`src/rtl/mdu_pkg.sv`:
```
// Shared types and constants for the iterative RV32M multiply/divide unit.
//   mdu_op_t    : RV32M funct3 encodings.
//   mdu_state_t : sequencer states.
//   MDU_ITERS   : iterations per multiply/divide (one operand bit per cycle).
package mdu_pkg;

    typedef enum logic [2:0] {
        OP_MUL    = 3'd0,
        OP_MULH   = 3'd1,
        OP_MULHSU = 3'd2,
        OP_MULHU  = 3'd3,
        OP_DIV    = 3'd4,
        OP_DIVU   = 3'd5,
        OP_REM    = 3'd6,
        OP_REMU   = 3'd7
    } mdu_op_t;

    typedef enum logic [1:0] {
        IDLE = 2'd0,
        CALC = 2'd1,
        FIX  = 2'd2,
        DONE = 2'd3
    } mdu_state_t;

    localparam int unsigned MDU_ITERS = 32;

endpackage

```
`src/rtl/mdu_seq_if.sv`:
```
// Request/response bundle between the core and the multiply/divide unit.
//   start/op/op_a/op_b/rd_in : request, sampled by the unit only when idle.
//   busy                     : unit occupied; core stalls.
//   done/result/rd_out/wb_en : one-cycle completion and register-file write.
// master = core side, slave = unit side.
interface mdu_seq_if #(
    parameter int unsigned DATA_WDTH = 32,
    parameter int unsigned ADDR_WDTH = 5
);
    logic                 start;
    logic [2:0]           op;
    logic [DATA_WDTH-1:0] op_a;
    logic [DATA_WDTH-1:0] op_b;
    logic [ADDR_WDTH-1:0] rd_in;
    logic                 busy;
    logic                 done;
    logic [DATA_WDTH-1:0] result;
    logic [ADDR_WDTH-1:0] rd_out;
    logic                 wb_en;

    modport master (
        output start, op, op_a, op_b, rd_in,
        input  busy, done, result, rd_out, wb_en
    );

    modport slave (
        input  start, op, op_a, op_b, rd_in,
        output busy, done, result, rd_out, wb_en
    );
endinterface

```
`src/rtl/mdu_seq.sv`:
```
// Iterative RV32M multiply/divide unit.
// Operands are reduced to magnitudes on acceptance; one 2W-bit shift register
// and one (W+1)-bit adder/subtractor serve both shift-add multiply and
// restoring divide, one bit per cycle. Signs are re-applied in FIX.
// Ports:
//   clk  : clock, rising edge.
//   rst  : asynchronous active-high reset; discards any operation in flight.
//   bus  : mdu_seq_if slave modport (request in, busy/done/result/rd_out/wb_en out).
module mdu_seq
    import mdu_pkg::*;
#(
    parameter int unsigned DATA_WDTH = 32,
    parameter int unsigned ADDR_WDTH = 5
) (
    input  logic       clk,
    input  logic       rst,
    mdu_seq_if.slave   bus
);

    localparam int unsigned CNT_W = $clog2(MDU_ITERS);
    localparam int unsigned W     = DATA_WDTH;

    mdu_state_t         r_state;
    mdu_op_t            r_op;
    logic [CNT_W-1:0]   r_cnt;
    logic [2*W-1:0]     r_acc;
    logic [W-1:0]       r_b;
    logic               r_neg;
    logic               r_rem_neg;
    logic               r_special;
    logic [W-1:0]       r_result;
    logic [ADDR_WDTH-1:0] r_rd;
    logic               r_busy;
    logic               r_done;

    mdu_op_t            w_op;
    logic               w_a_sgn;
    logic               w_b_sgn;
    logic [W-1:0]       w_a_mag;
    logic [W-1:0]       w_b_mag;
    logic               w_div0;
    logic               w_ovf;
    logic [W-1:0]       w_spec_res;
    logic [W:0]         w_add_a;
    logic [W:0]         w_add_b;
    logic [W:0]         w_sum;
    logic [2*W-1:0]     w_prod;
    logic [W-1:0]       w_quo;
    logic [W-1:0]       w_rem;
    logic [W-1:0]       w_fix_res;

    // Request decode: signedness, magnitudes and the early-out cases.
    always_comb begin
        w_op    = mdu_op_t'(bus.op);
        w_a_sgn = bus.op_a[W-1] &
                  (w_op == OP_MULH || w_op == OP_MULHSU || w_op == OP_DIV || w_op == OP_REM);
        w_b_sgn = bus.op_b[W-1] &
                  (w_op == OP_MULH || w_op == OP_DIV || w_op == OP_REM);
        // Magnitude of the most negative value wraps back to 2^(W-1), which is
        // exactly right in the unsigned datapath.
        w_a_mag = w_a_sgn ? (~bus.op_a + 1'b1) : bus.op_a;
        w_b_mag = w_b_sgn ? (~bus.op_b + 1'b1) : bus.op_b;
        w_div0  = bus.op[2] && (bus.op_b == '0);
        w_ovf   = (w_op == OP_DIV || w_op == OP_REM) &&
                  (bus.op_a == {1'b1, {(W-1){1'b0}}}) && (bus.op_b == '1);
        if (w_div0)
            w_spec_res = bus.op[1] ? bus.op_a : '1;
        else
            w_spec_res = bus.op[1] ? '0 : {1'b1, {(W-1){1'b0}}};
    end

    // Shared adder: multiply adds the multiplicand to the upper half;
    // divide subtracts the divisor from the shifted partial remainder.
    always_comb begin
        if (r_op[2]) begin
            w_add_a = r_acc[2*W-1:W-1];
            w_add_b = ~{1'b0, r_b};
        end else begin
            w_add_a = {1'b0, r_acc[2*W-1:W]};
            w_add_b = {1'b0, r_b};
        end
        w_sum = w_add_a + w_add_b + {{W{1'b0}}, r_op[2]};
    end

    // Sign correction and result selection.
    always_comb begin
        w_prod = r_neg ? (~r_acc + 1'b1) : r_acc;
        w_quo  = r_neg ? (~r_acc[W-1:0] + 1'b1) : r_acc[W-1:0];
        w_rem  = r_rem_neg ? (~r_acc[2*W-1:W] + 1'b1) : r_acc[2*W-1:W];
        unique case (r_op)
            OP_MUL:                        w_fix_res = w_prod[W-1:0];
            OP_MULH, OP_MULHSU, OP_MULHU:  w_fix_res = w_prod[2*W-1:W];
            OP_DIV, OP_DIVU:               w_fix_res = w_quo;
            default:                       w_fix_res = w_rem;
        endcase
        if (r_special)
            w_fix_res = r_acc[W-1:0];
    end

    always_ff @(posedge clk or posedge rst) begin
        if (rst) begin
            r_state   <= IDLE;
            r_op      <= OP_MUL;
            r_cnt     <= '0;
            r_acc     <= '0;
            r_b       <= '0;
            r_neg     <= 1'b0;
            r_rem_neg <= 1'b0;
            r_special <= 1'b0;
            r_result  <= '0;
            r_rd      <= '0;
            r_busy    <= 1'b0;
            r_done    <= 1'b0;
        end else begin
            unique case (r_state)
                IDLE: begin
                    if (bus.start) begin
                        r_op      <= w_op;
                        r_rd      <= bus.rd_in;
                        r_busy    <= 1'b1;
                        r_cnt     <= '0;
                        r_b       <= w_b_mag;
                        r_neg     <= w_a_sgn ^ w_b_sgn;
                        r_rem_neg <= w_a_sgn;
                        // Early-out results park in the low accumulator word and
                        // pass through FIX untouched, so done arrives two edges
                        // after acceptance like the normal path's final two steps.
                        if (w_div0 || w_ovf) begin
                            r_special <= 1'b1;
                            r_acc     <= {{W{1'b0}}, w_spec_res};
                            r_state   <= FIX;
                        end else begin
                            r_special <= 1'b0;
                            r_acc     <= {{W{1'b0}}, w_a_mag};
                            r_state   <= CALC;
                        end
                    end
                end
                CALC: begin
                    if (r_op[2]) begin
                        // Restoring divide: keep the difference only if non-negative.
                        if (!w_sum[W])
                            r_acc <= {w_sum[W-1:0], r_acc[W-2:0], 1'b1};
                        else
                            r_acc <= {r_acc[2*W-2:0], 1'b0};
                    end else begin
                        // Shift-add multiply, multiplier consumed LSB first from the low half.
                        if (r_acc[0])
                            r_acc <= {w_sum, r_acc[W-1:1]};
                        else
                            r_acc <= {1'b0, r_acc[2*W-1:1]};
                    end
                    r_cnt <= r_cnt + 1'b1;
                    if (r_cnt == CNT_W'(MDU_ITERS - 1))
                        r_state <= FIX;
                end
                FIX: begin
                    r_result <= w_fix_res;
                    r_done   <= 1'b1;
                    r_state  <= DONE;
                end
                DONE: begin
                    r_done  <= 1'b0;
                    r_busy  <= 1'b0;
                    r_state <= IDLE;
                end
                default: r_state <= IDLE;
            endcase
        end
    end

    assign bus.busy   = r_busy;
    assign bus.done   = r_done;
    assign bus.result = r_result;
    assign bus.rd_out = r_rd;
    assign bus.wb_en  = r_done && (r_rd != '0);

endmodule

```
`src/flat_wrapper.sv`:
```
// flat-port wrapper written by rule: the top's interface ports become plain ports
module mdu_seq_flat import mdu_pkg::*;
#(
    parameter int unsigned DATA_WDTH = 32,
    parameter int unsigned ADDR_WDTH = 5
)
  (clk, rst, bus_start, bus_op, bus_op_a, bus_op_b, bus_rd_in, bus_busy, bus_done, bus_result, bus_rd_out, bus_wb_en);
  mdu_seq_if #(.DATA_WDTH(DATA_WDTH), .ADDR_WDTH(ADDR_WDTH)) bus_i ();
  input  logic clk;
  input  logic rst;
  input wire logic [$bits(bus_i.start)-1:0] bus_start;
  input wire logic [$bits(bus_i.op)-1:0] bus_op;
  input wire logic [$bits(bus_i.op_a)-1:0] bus_op_a;
  input wire logic [$bits(bus_i.op_b)-1:0] bus_op_b;
  input wire logic [$bits(bus_i.rd_in)-1:0] bus_rd_in;
  output wire logic [$bits(bus_i.busy)-1:0] bus_busy;
  output wire logic [$bits(bus_i.done)-1:0] bus_done;
  output wire logic [$bits(bus_i.result)-1:0] bus_result;
  output wire logic [$bits(bus_i.rd_out)-1:0] bus_rd_out;
  output wire logic [$bits(bus_i.wb_en)-1:0] bus_wb_en;
  assign bus_i.start = bus_start;
  assign bus_i.op = bus_op;
  assign bus_i.op_a = bus_op_a;
  assign bus_i.op_b = bus_op_b;
  assign bus_i.rd_in = bus_rd_in;
  assign bus_busy = bus_i.busy;
  assign bus_done = bus_i.done;
  assign bus_result = bus_i.result;
  assign bus_rd_out = bus_i.rd_out;
  assign bus_wb_en = bus_i.wb_en;
  mdu_seq #(.DATA_WDTH(DATA_WDTH), .ADDR_WDTH(ADDR_WDTH)) u_core (.clk(clk), .rst(rst), .bus(bus_i));
endmodule
```
`config.mk`:
```
export PLATFORM = sky130hd
export DESIGN_NAME = mdu_seq_flat
export DESIGN_NICKNAME = d
export VERILOG_FILES = /design/src/rtl/mdu_pkg.sv /design/src/rtl/mdu_seq_if.sv /design/src/rtl/mdu_seq.sv /design/src/flat_wrapper.sv
export SDC_FILE = /design/constraint.sdc
export NUM_CORES = 1
export LEC_CHECK = 0
export ABC_AREA = 1
export CAP_MARGIN = 0
export CORE_MARGIN = 2
export CORE_UTILIZATION = 60
export DETAILED_ROUTE_END_ITERATION = 7
export GPL_ROUTABILITY_DRIVEN = 0
export PLACE_DENSITY = 0.78
export SLEW_MARGIN = 20
export SYNTH_ARGS = -nofsm -noshare
export SYNTH_HDL_FRONTEND = slang
export SYNTH_SLANG_ARGS = --single-unit
```
`constraint.sdc`:
```
create_clock -name clk -period 6.3 [get_ports clk]
set_input_delay 1.26 -clock clk [delete_from_list [all_inputs] [get_ports clk]]
set_output_delay 1.26 -clock clk [all_outputs]
set_load 0.02 [all_outputs]
```
==> impl_metrics.prom, run 1 <==
# TYPE chip_impl_metric gauge
chip_impl_metric{name="postSynthNetCount",unit=""} 2892
chip_impl_metric{name="timing.final.setup_violations",unit=""} 0
chip_impl_metric{name="clock-sinks",unit=""} 148
chip_impl_metric{name="finClkSkew",unit="ns"} 0.0119
chip_impl_info{name="synth_ff_type",value="dfrtp_1"} 1
chip_impl_info{name="layout_common_cells",value="nand2_1 (912), nor2_1 (268), inv_1 (246)"} 1
chip_impl_metric{name="first_pass_drt_iterations",unit=""} 8
chip_impl_info{name="outcome",value="finished with violations"} 1
chip_impl_metric{name="route.detailed.wl_per_inst",unit="µm"} 17.7
chip_impl_metric{name="clock_network_power_share",unit=""} 0.088
chip_impl_metric{name="post-route-period-util",unit=""} 0.636
chip_impl_metric{name="postLayoutCoreUtil",unit=""} 0.671
chip_impl_metric{name="detail_route.drc_violations",unit=""} 37
chip_impl_metric{name="pre_cts_ws",unit="ns"} 2.01
chip_impl_metric{name="max_freq",unit="MHz"} 250
chip_impl_metric{name="fin_ws",unit="ns"} 2.29
chip_impl_info{name="failed_checks",value="design-rule violations"} 1
chip_impl_metric{name="numCtsBuffers",unit=""} 17
chip_impl_metric{name="finalMaxSlewViolations",unit=""} 0
chip_impl_metric{name="count_of_distinct_cell_types_in_the_synthesized_netlist",unit=""} 56
chip_impl_metric{name="number_of_buffers_inserted_for_hold_repair_after_clock_tree_synthesis",unit=""} 0
chip_impl_metric{name="globalRouteTotalUtil",unit=""} 0.392
chip_impl_metric{name="total_internal_power",unit="W"} 0.00473
chip_impl_metric{name="number_of_storage_elements_in_the_synthesis_netlist",unit=""} 148
chip_impl_metric{name="portBuffers",unit=""} 114
chip_impl_metric{name="grt_first_pass_wirelength",unit="mm"} 89.4
chip_impl_info{name="layout_commonest_cell",value="nand2_1"} 1
chip_impl_info{name="ys_top_cells_by_area",value="dfrtp_1 (23%), nand2_1 (21%), a21oi_1 (6.8%)"} 1
chip_impl_metric{name="grt_start_max_net_pins",unit=""} 183
chip_impl_info{name="post-synth-top-area-cell",value="dfrtp_1"} 1
chip_impl_info{name="criticalPathCategory",value="flip-flop to flip-flop"} 1
chip_impl_metric{name="final_layout_size_suffix_gt1_frac",unit=""} 0.0449
chip_impl_metric{name="p_leak",unit="nW"} 8.68
chip_impl_metric{name="cts_setup_buffers",unit=""} 0
chip_impl_info{name="hp-class",value="flip-flop to flip-flop"} 1
chip_impl_metric{name="timing.critical_path.arrival",unit="ns"} 4.39
chip_impl_metric{name="finalWorstPathRequiredPeriod",unit="ns"} 4.01
chip_impl_metric{name="row_count",unit=""} 60
chip_impl_metric{name="h-tree-depth",unit=""} 4
chip_impl_metric{name="power.density",unit="mW/mm²"} 661
chip_impl_metric{name="core_area",unit="mm²"} 0.0267
chip_impl_metric{name="detailedRoute.firstIterationViolations",unit=""} 2873
chip_impl_metric{name="hpwl",unit="mm"} 41.6
chip_impl_metric{name="combinationalPowerShare",unit=""} 0.736
chip_impl_metric{name="vias",unit=""} 19000
chip_impl_metric{name="cts-resized-gates",unit=""} 0
chip_impl_metric{name="cap_viol_max_count",unit=""} 0
chip_impl_metric{name="nNetsFinal",unit=""} 2911
chip_impl_info{name="setup.worst_path.end_class",value="flip-flop"} 1
chip_impl_metric{name="irDropWorstVdd",unit="mV"} 0.327
chip_impl_info{name="cell_chosen_for_the_clock_root",value="clkbuf_16"} 1
chip_impl_metric{name="yosys_warnings",unit=""} 0
chip_impl_metric{name="fin_tns_setup",unit="ns"} 0
chip_impl_metric{name="antenna_violations_before_repair",unit=""} 0
chip_impl_metric{name="route.antenna.remaining_nets",unit=""} 0
chip_impl_metric{name="grt_pass1_vias",unit=""} 17300
chip_impl_metric{name="portion_of_the_post_synthesis_area_used_by_sequential_elements",unit=""} 0.228
chip_impl_info{name="rsz_0062_raised_after_global_routing",value="no"} 1
chip_impl_metric{name="num_antenna_cells",unit=""} 0
chip_impl_metric{name="slew-limit-headroom",unit=""} 0.293
chip_impl_metric{name="ctsLongestPathBuffers",unit=""} 2
chip_impl_metric{name="die_x",unit="µm"} 168
chip_impl_metric{name="design.portCount",unit=""} 115
chip_impl_metric{name="synth_edf_count",unit=""} 0
chip_impl_metric{name="syn-mean-instance-area",unit="µm²"} 5.85
chip_impl_metric{name="vias_per_cell",unit=""} 6.05
chip_impl_metric{name="power_switching",unit="W"} 0.00712
chip_impl_metric{name="synth_largest_type_area_fraction",unit=""} 0.228
chip_impl_metric{name="netlist_area",unit="mm²"} 0.0162
chip_impl_metric{name="final_routed_wirelength",unit="mm"} 55.8
chip_impl_metric{name="synth_async_sr_flop_share",unit=""} 1.00
chip_impl_info{name="critPathLaunchType",value="flip-flop"} 1
chip_impl_metric{name="crit_path_max_fanout",unit=""} 182
chip_impl_metric{name="cts.reportedPaths.clkPinSlew",unit="ns"} 0.07
chip_impl_metric{name="worst_ep_required_time",unit="ns"} 6.69
chip_impl_metric{name="grt_overflow",unit=""} 0
chip_impl_metric{name="worstMarginPinSlew",unit="ns"} 1.05
chip_impl_metric{name="start_util",unit=""} 0.607
chip_impl_metric{name="timing.hold.worst_path_depth",unit=""} 2
chip_impl_metric{name="worst_skew_pair.late_latency",unit="ns"} 0.45
chip_impl_metric{name="dieArea",unit="mm²"} 0.0284
chip_impl_metric{name="part_of_the_total_power_dissipated_in_sequential_elements",unit=""} 0.176
chip_impl_metric{name="synthToLayoutAreaGrowth",unit="%"} 10.4
chip_impl_metric{name="final-hold-violation-count",unit=""} 0
chip_impl_metric{name="switching_share",unit=""} 0.601
chip_impl_metric{name="fp.dieH",unit="µm"} 168
chip_impl_metric{name="rr_worst_depth",unit=""} 14
chip_impl_metric{name="netlist_instances",unit=""} 2774
chip_impl_info{name="cts_tree",value="done"} 1
-- stage by stage --
| stage | hold WS, ns | std cells | total power (W) | area, µm² |
|---|---|---|---|---|
| 6_report | 0.483 | 3147 | 0.0118 | 17900 |
| 5_1_grt | 0.501 | 3147 | 0.0129 | 17900 |
| 4_1_cts | 0.484 | 3147 | 0.0116 | 17900 |
| 3_5_place_dp | 0.465 | 3115 | 0.0105 | 17300 |
| 3_3_place_gp | 0.464 | 3115 | 0.0103 | 17300 |
| 2_1_floorplan | 0.467 | 2774 | 0.00824 | 16200 |
-- state kept, by name (all words and copies together) (netlist names) --
| signal | cells |
|---|---|
| u_core.r_acc | 64 |
| u_core.bus.result | 32 |
| u_core.r_b | 32 |
| u_core.bus.rd_out | 5 |
| u_core.r_cnt | 5 |
| u_core.r_op | 3 |
| u_core.r_state | 2 |
| u_core.bus.busy | 1 |
| u_core.bus.done | 1 |
| u_core.r_neg | 1 |
| u_core.r_rem_neg | 1 |
| u_core.r_special | 1 |
-- power groups by stage --
stage	sequential, W	clock (W)	combinational [W]
final	0.00209	0.00104	0.00872
after global routing	0.00213	0.00108	0.00966
after CTS	0.00204	0.00104	0.00847
after detailed placement	0.00205	0	0.00842
after global placement	0.00204	0	0.00825
after floorplan	0.00188	0	0.00636
-- cells in the mapped netlist (all sizes together) (2+ instances only) --
cell type	n
ha	42
clkbuf	79
clkinv	8
nor3	55
nand3	209
a311oi	3
o21ai	240
xnor2	9
nand3b	12
nor3b	2
nand2	933
o21bai	4
a21oi	225
o211ai	25
buf	50
a22oi	20
or2	4
a31oi	4
dfrtp	148
and2	4
a22o	2
a211oi	2
inv	258
nor2	290
xor2	104
o31ai	2
nand4	32
-- worst max-delay path, stage by stage (launching register included) --
cell and delay, ns:
dfrtp_4 0.78, buf_12 0.56, o21ai_0 0.37, ha_1 0.42, nand2_1 0.13, inv_1 0.06, a21oi_1 0.20, nand2_1 0.13
a21oi_2 0.21, nand3_1 0.19, nand2_4 0.41, nand3_1 0.15, nand3_1 0.10, nand2_1 0.06, nand2_1 0.06
-- metal layers --
layer | up-vias | wire length [µm] | global-route usage
met1 | 8577 | 23000 | 0.546
met5 | - | 0 | 0
li1 | 9029 | - | -
met4 | 0 | 2960 | 0.187
met3 | 201 | 6540 | 0.0748
met2 | 1217 | 23300 | 0.588
-- kinds of logic after synthesis --
family                     after synthesis  share of synthesized area
DFF                                    148                      0.228
buffers and inverters                  395                     0.0987
adders and majority gates               43                     0.0336
AOI/OAI and AO/OA                      530                      0.177
xor gates and xnor gates               113                     0.0610
and+or+nand+nor                       1545                      0.402
-- final cells by class --
| class | count | area [µm²] |
|---|---|---|
| inverters | 266 | 1000 |
| fillers | 2529 | 8810 |
| well taps | 341 | 427 |
| clock inverters | 15 | 160 |
| flip-flops and latches | 148 | 3710 |
| multi-input cells | 2231 | 10900 |
| clock buffers | 17 | 425 |
| repair buffers | 129 | 1270 |
-- path summary, 6_finish.rpt --
| check | end | start | slack (ns) |
|---|---|---|---|
| worst max-delay path | u_core.r_acc[57]$_DFFE_PP0P_ | u_core.r_op[2]$_DFFE_PP0P_ | 2.29 |
| worst min-delay path | u_core.bus.result[23]$_DFFE_PP0P_ | u_core.bus.result[23]$_DFFE_PP0P_ | 0.48 |
| worst max register to register | u_core.r_acc[57]$_DFFE_PP0P_ | u_core.r_op[2]$_DFFE_PP0P_ | 2.29 |
| worst min register to register | u_core.bus.result[23]$_DFFE_PP0P_ | u_core.bus.result[23]$_DFFE_PP0P_ | 0.48 |
| max in group asynchronous | u_core.bus.result[18]$_DFFE_PP0P_ | rst | 3.66 |
| min in group asynchronous | u_core.r_op[0]$_DFFE_PP0P_ | rst | 1.35 |
No activity file was read; power rests on OpenSTA's default activity.
==> inputs of run 2 (changes only) <==
- clock period: 6.3 -> 4 ns (I/O delays scaled with it)
==> impl_metrics.prom, run 2 (same netlist as run 1, synthesis figures left out) <==
# TYPE chip_impl_metric gauge
chip_impl_metric{name="p_leak",unit="nW"} 8.80
chip_impl_metric{name="post-place-cells",unit=""} 3137
chip_impl_metric{name="worst_skew_pair.late_latency",unit="ns"} 0.45
chip_impl_metric{name="row_count",unit=""} 60
chip_impl_metric{name="finalWorstPathRequiredPeriod",unit="ns"} 3.54
chip_impl_info{name="criticalPathCategory",value="flip-flop to flip-flop"} 1
chip_impl_metric{name="cts.reportedPaths.clkPinSlew",unit="ns"} 0.07
chip_impl_metric{name="max_freq",unit="MHz"} 283
chip_impl_metric{name="timing.hold.worst_path_depth",unit=""} 2
chip_impl_metric{name="cts-resized-gates",unit=""} 0
chip_impl_metric{name="worstMarginPinSlew",unit="ns"} 0.913
chip_impl_metric{name="grt_start_max_net_pins",unit=""} 63
chip_impl_metric{name="detail_route.drc_violations",unit=""} 4
chip_impl_metric{name="globalRouteTotalUtil",unit=""} 0.400
chip_impl_metric{name="irDropWorstVdd",unit="mV"} 0.484
chip_impl_info{name="rsz_0062_raised_after_global_routing",value="no"} 1
chip_impl_metric{name="worst_ep_required_time",unit="ns"} 4.36
chip_impl_metric{name="vias_per_cell",unit=""} 6.12
chip_impl_metric{name="num_antenna_cells",unit=""} 0
chip_impl_info{name="cell_chosen_for_the_clock_root",value="clkbuf_16"} 1
chip_impl_metric{name="fp.dieH",unit="µm"} 168
chip_impl_info{name="setup.worst_path.end_class",value="flip-flop"} 1
chip_impl_metric{name="timing.critical_path.arrival",unit="ns"} 3.90
chip_impl_metric{name="flip_flop_count_of_the_largest_register_after_layout",unit=""} 64
chip_impl_metric{name="number_of_buffers_inserted_for_hold_repair_after_clock_tree_synthesis",unit=""} 0
chip_impl_metric{name="synthToLayoutAreaGrowth",unit="%"} 11.8
chip_impl_metric{name="fin_tns_setup",unit="ns"} 0
chip_impl_info{name="layout_common_cells",value="nand2_1 (912), nor2_1 (268), inv_1 (246)"} 1
chip_impl_metric{name="grt_pass1_vias",unit=""} 17300
chip_impl_metric{name="hpwl",unit="mm"} 43.4
chip_impl_info{name="crit-reg2reg-capture",value="u_core.r_acc[43]$_DFFE_PP0P_"} 1
chip_impl_metric{name="post_layout_instance_area",unit="mm²"} 0.0182
chip_impl_metric{name="dieArea",unit="mm²"} 0.0284
chip_impl_metric{name="timing.final.setup_violations",unit=""} 0
chip_impl_metric{name="final_layout_size_suffix_gt1_frac",unit=""} 0.0523
chip_impl_metric{name="portBuffers",unit=""} 114
chip_impl_metric{name="final_routed_wirelength",unit="mm"} 57.6
chip_impl_info{name="layout_commonest_cell",value="nand2_1"} 1
chip_impl_info{name="cts_tree",value="done"} 1
chip_impl_metric{name="grt_first_pass_wirelength",unit="mm"} 90.9
chip_impl_info{name="critPathLaunchType",value="flip-flop"} 1
chip_impl_metric{name="vias",unit=""} 19400
chip_impl_metric{name="detailedRoute.firstIterationViolations",unit=""} 3106
chip_impl_metric{name="layout_filler_cell_count",unit=""} 2546
chip_impl_metric{name="antenna_violations_before_repair",unit=""} 0
chip_impl_metric{name="grt_overflow",unit=""} 0
chip_impl_metric{name="route.detailed.wl_per_inst",unit="µm"} 18.2
chip_impl_metric{name="die_x",unit="µm"} 168
chip_impl_info{name="failed_checks",value="design-rule violations"} 1
chip_impl_metric{name="cap_viol_max_count",unit=""} 0
chip_impl_info{name="timing.hold.worst.start",value="u_core.bus.result[13]$_DFFE_PP0P_"} 1
chip_impl_metric{name="finished_layout_cells",unit=""} 3169
chip_impl_metric{name="route.antenna.remaining_nets",unit=""} 0
chip_impl_metric{name="place_area",unit="mm²"} 0.0175
chip_impl_info{name="min_to",value="u_core.bus.result[13]$_DFFE_PP0P_"} 1
chip_impl_metric{name="first_pass_drt_iterations",unit=""} 8
chip_impl_metric{name="rr_worst_depth",unit=""} 15
chip_impl_metric{name="power.density",unit="mW/mm²"} 1050
chip_impl_metric{name="cts_setup_buffers",unit=""} 0
chip_impl_metric{name="slew-limit-headroom",unit=""} 0.391
chip_impl_metric{name="numCtsBuffers",unit=""} 17
chip_impl_metric{name="timing.reg2reg.setup_slack",unit="ns"} 0.46
chip_impl_metric{name="post-route-period-util",unit=""} 0.885
chip_impl_metric{name="finClkSkew",unit="ns"} 0.0143
chip_impl_metric{name="crit_path_max_fanout",unit=""} 45
chip_impl_metric{name="ctsLongestPathBuffers",unit=""} 2
chip_impl_metric{name="nNetsFinal",unit=""} 2933
chip_impl_info{name="r2r_start",value="u_core.r_op[2]$_DFFE_PP0P_"} 1
chip_impl_metric{name="design.portCount",unit=""} 115
chip_impl_metric{name="clock-sinks",unit=""} 148
chip_impl_metric{name="h-tree-depth",unit=""} 4
chip_impl_metric{name="finalMaxSlewViolations",unit=""} 0
chip_impl_info{name="outcome",value="finished with violations"} 1
chip_impl_metric{name="start_util",unit=""} 0.607
chip_impl_info{name="hp-class",value="flip-flop to flip-flop"} 1
chip_impl_info{name="largest_register",value="u_core.r_acc"} 1
chip_impl_metric{name="core_area",unit="mm²"} 0.0267
chip_impl_metric{name="final-hold-violation-count",unit=""} 0
[run 2: cell count changes in the layout (fill, tap and decap cells not counted)]
cell        previous run  this run
bufinv_16              0         1
clkinv_8               3         2
buf_12                 1         5
clkinv_4               2         1
clkinvlp_4             0         2
inv_8                  4         5
inv_6                  6         5
clkinv_2               1         0
buf_4                 14        32
[run 2: through the flow]
step	power [W]	setup slack [ns]	hold WS [ns]	utilization
floorplan	0.0130	0.958	0.467	-
CTS	0.0186	0.563	0.484	0.679
detailed placement	0.0168	0.626	0.465	0.657
finish	0.0191	0.462	0.481	0.679
global route	0.0206	0.240	0.505	0.679
global placement	0.0165	0.716	0.463	0.657
[run 2: how the worst max path moves through the flow]
stage	start	endpoint	slack [ns]
floorplan	u_core.r_op[2]$_DFFE_PP0P_	u_core.r_acc[52]$_DFFE_PP0P_	0.96
global placement	u_core.r_op[2]$_DFFE_PP0P_	u_core.r_acc[63]$_DFFE_PP0P_	0.72
detailed placement	u_core.r_op[2]$_DFFE_PP0P_	u_core.r_acc[34]$_DFFE_PP0P_	0.63
CTS	u_core.r_op[2]$_DFFE_PP0P_	u_core.r_acc[43]$_DFFE_PP0P_	0.56
finish	u_core.r_op[2]$_DFFE_PP0P_	u_core.r_acc[43]$_DFFE_PP0P_	0.46
global route	u_core.r_op[2]$_DFFE_PP0P_	u_core.r_acc[45]$_DFFE_PP0P_	0.24
[run 2: power breakdown]
| part | total [W] | internal [W] | leakage, nW | switching, W |
|---|---|---|---|---|
| logic | 0.0140 | 0.00450 | 6.71 | 0.00953 |
| clock network | 0.00172 | 0.000900 | 0.295 | 0.000824 |
| registers | 0.00336 | 0.00224 | 1.80 | 0.00113 |
[run 2: worst max-delay path, cell delays in order, from the launching register on]
cell     delay, ns
dfrtp_4       0.82
buf_12        0.27
buf_4         0.27
o21ai_0       0.13
ha_1          0.37
nand2_1       0.12
nor2_1        0.17
nor3b_2       0.21
nand2_2       0.11
nand2_2       0.10
nand2_2       0.08
nand2_4       0.37
nand2_1       0.10
nand3_1       0.11
nand3_1       0.07
o21ai_1       0.11
[run 2: area by class of cell]
class                      instances  area, µm²  share of cell area
multi-input combinational       2231      10900               0.602
sequential                       148       3710               0.204
timing repair buffer             151       1480              0.0816
inverter                         266       1000              0.0552
tap                              341        427              0.0235
clock buffer                      17        425              0.0234
clock inverter                    15        179             0.00986
[run 2: layer usage]
metal	vias up	GRT usage	wire length (µm)
li1	9104	-	-
met5	-	0	0
met2	1308	0.593	23900
met1	8746	0.558	23500
met4	0	0.198	3360
met3	250	0.0793	6830
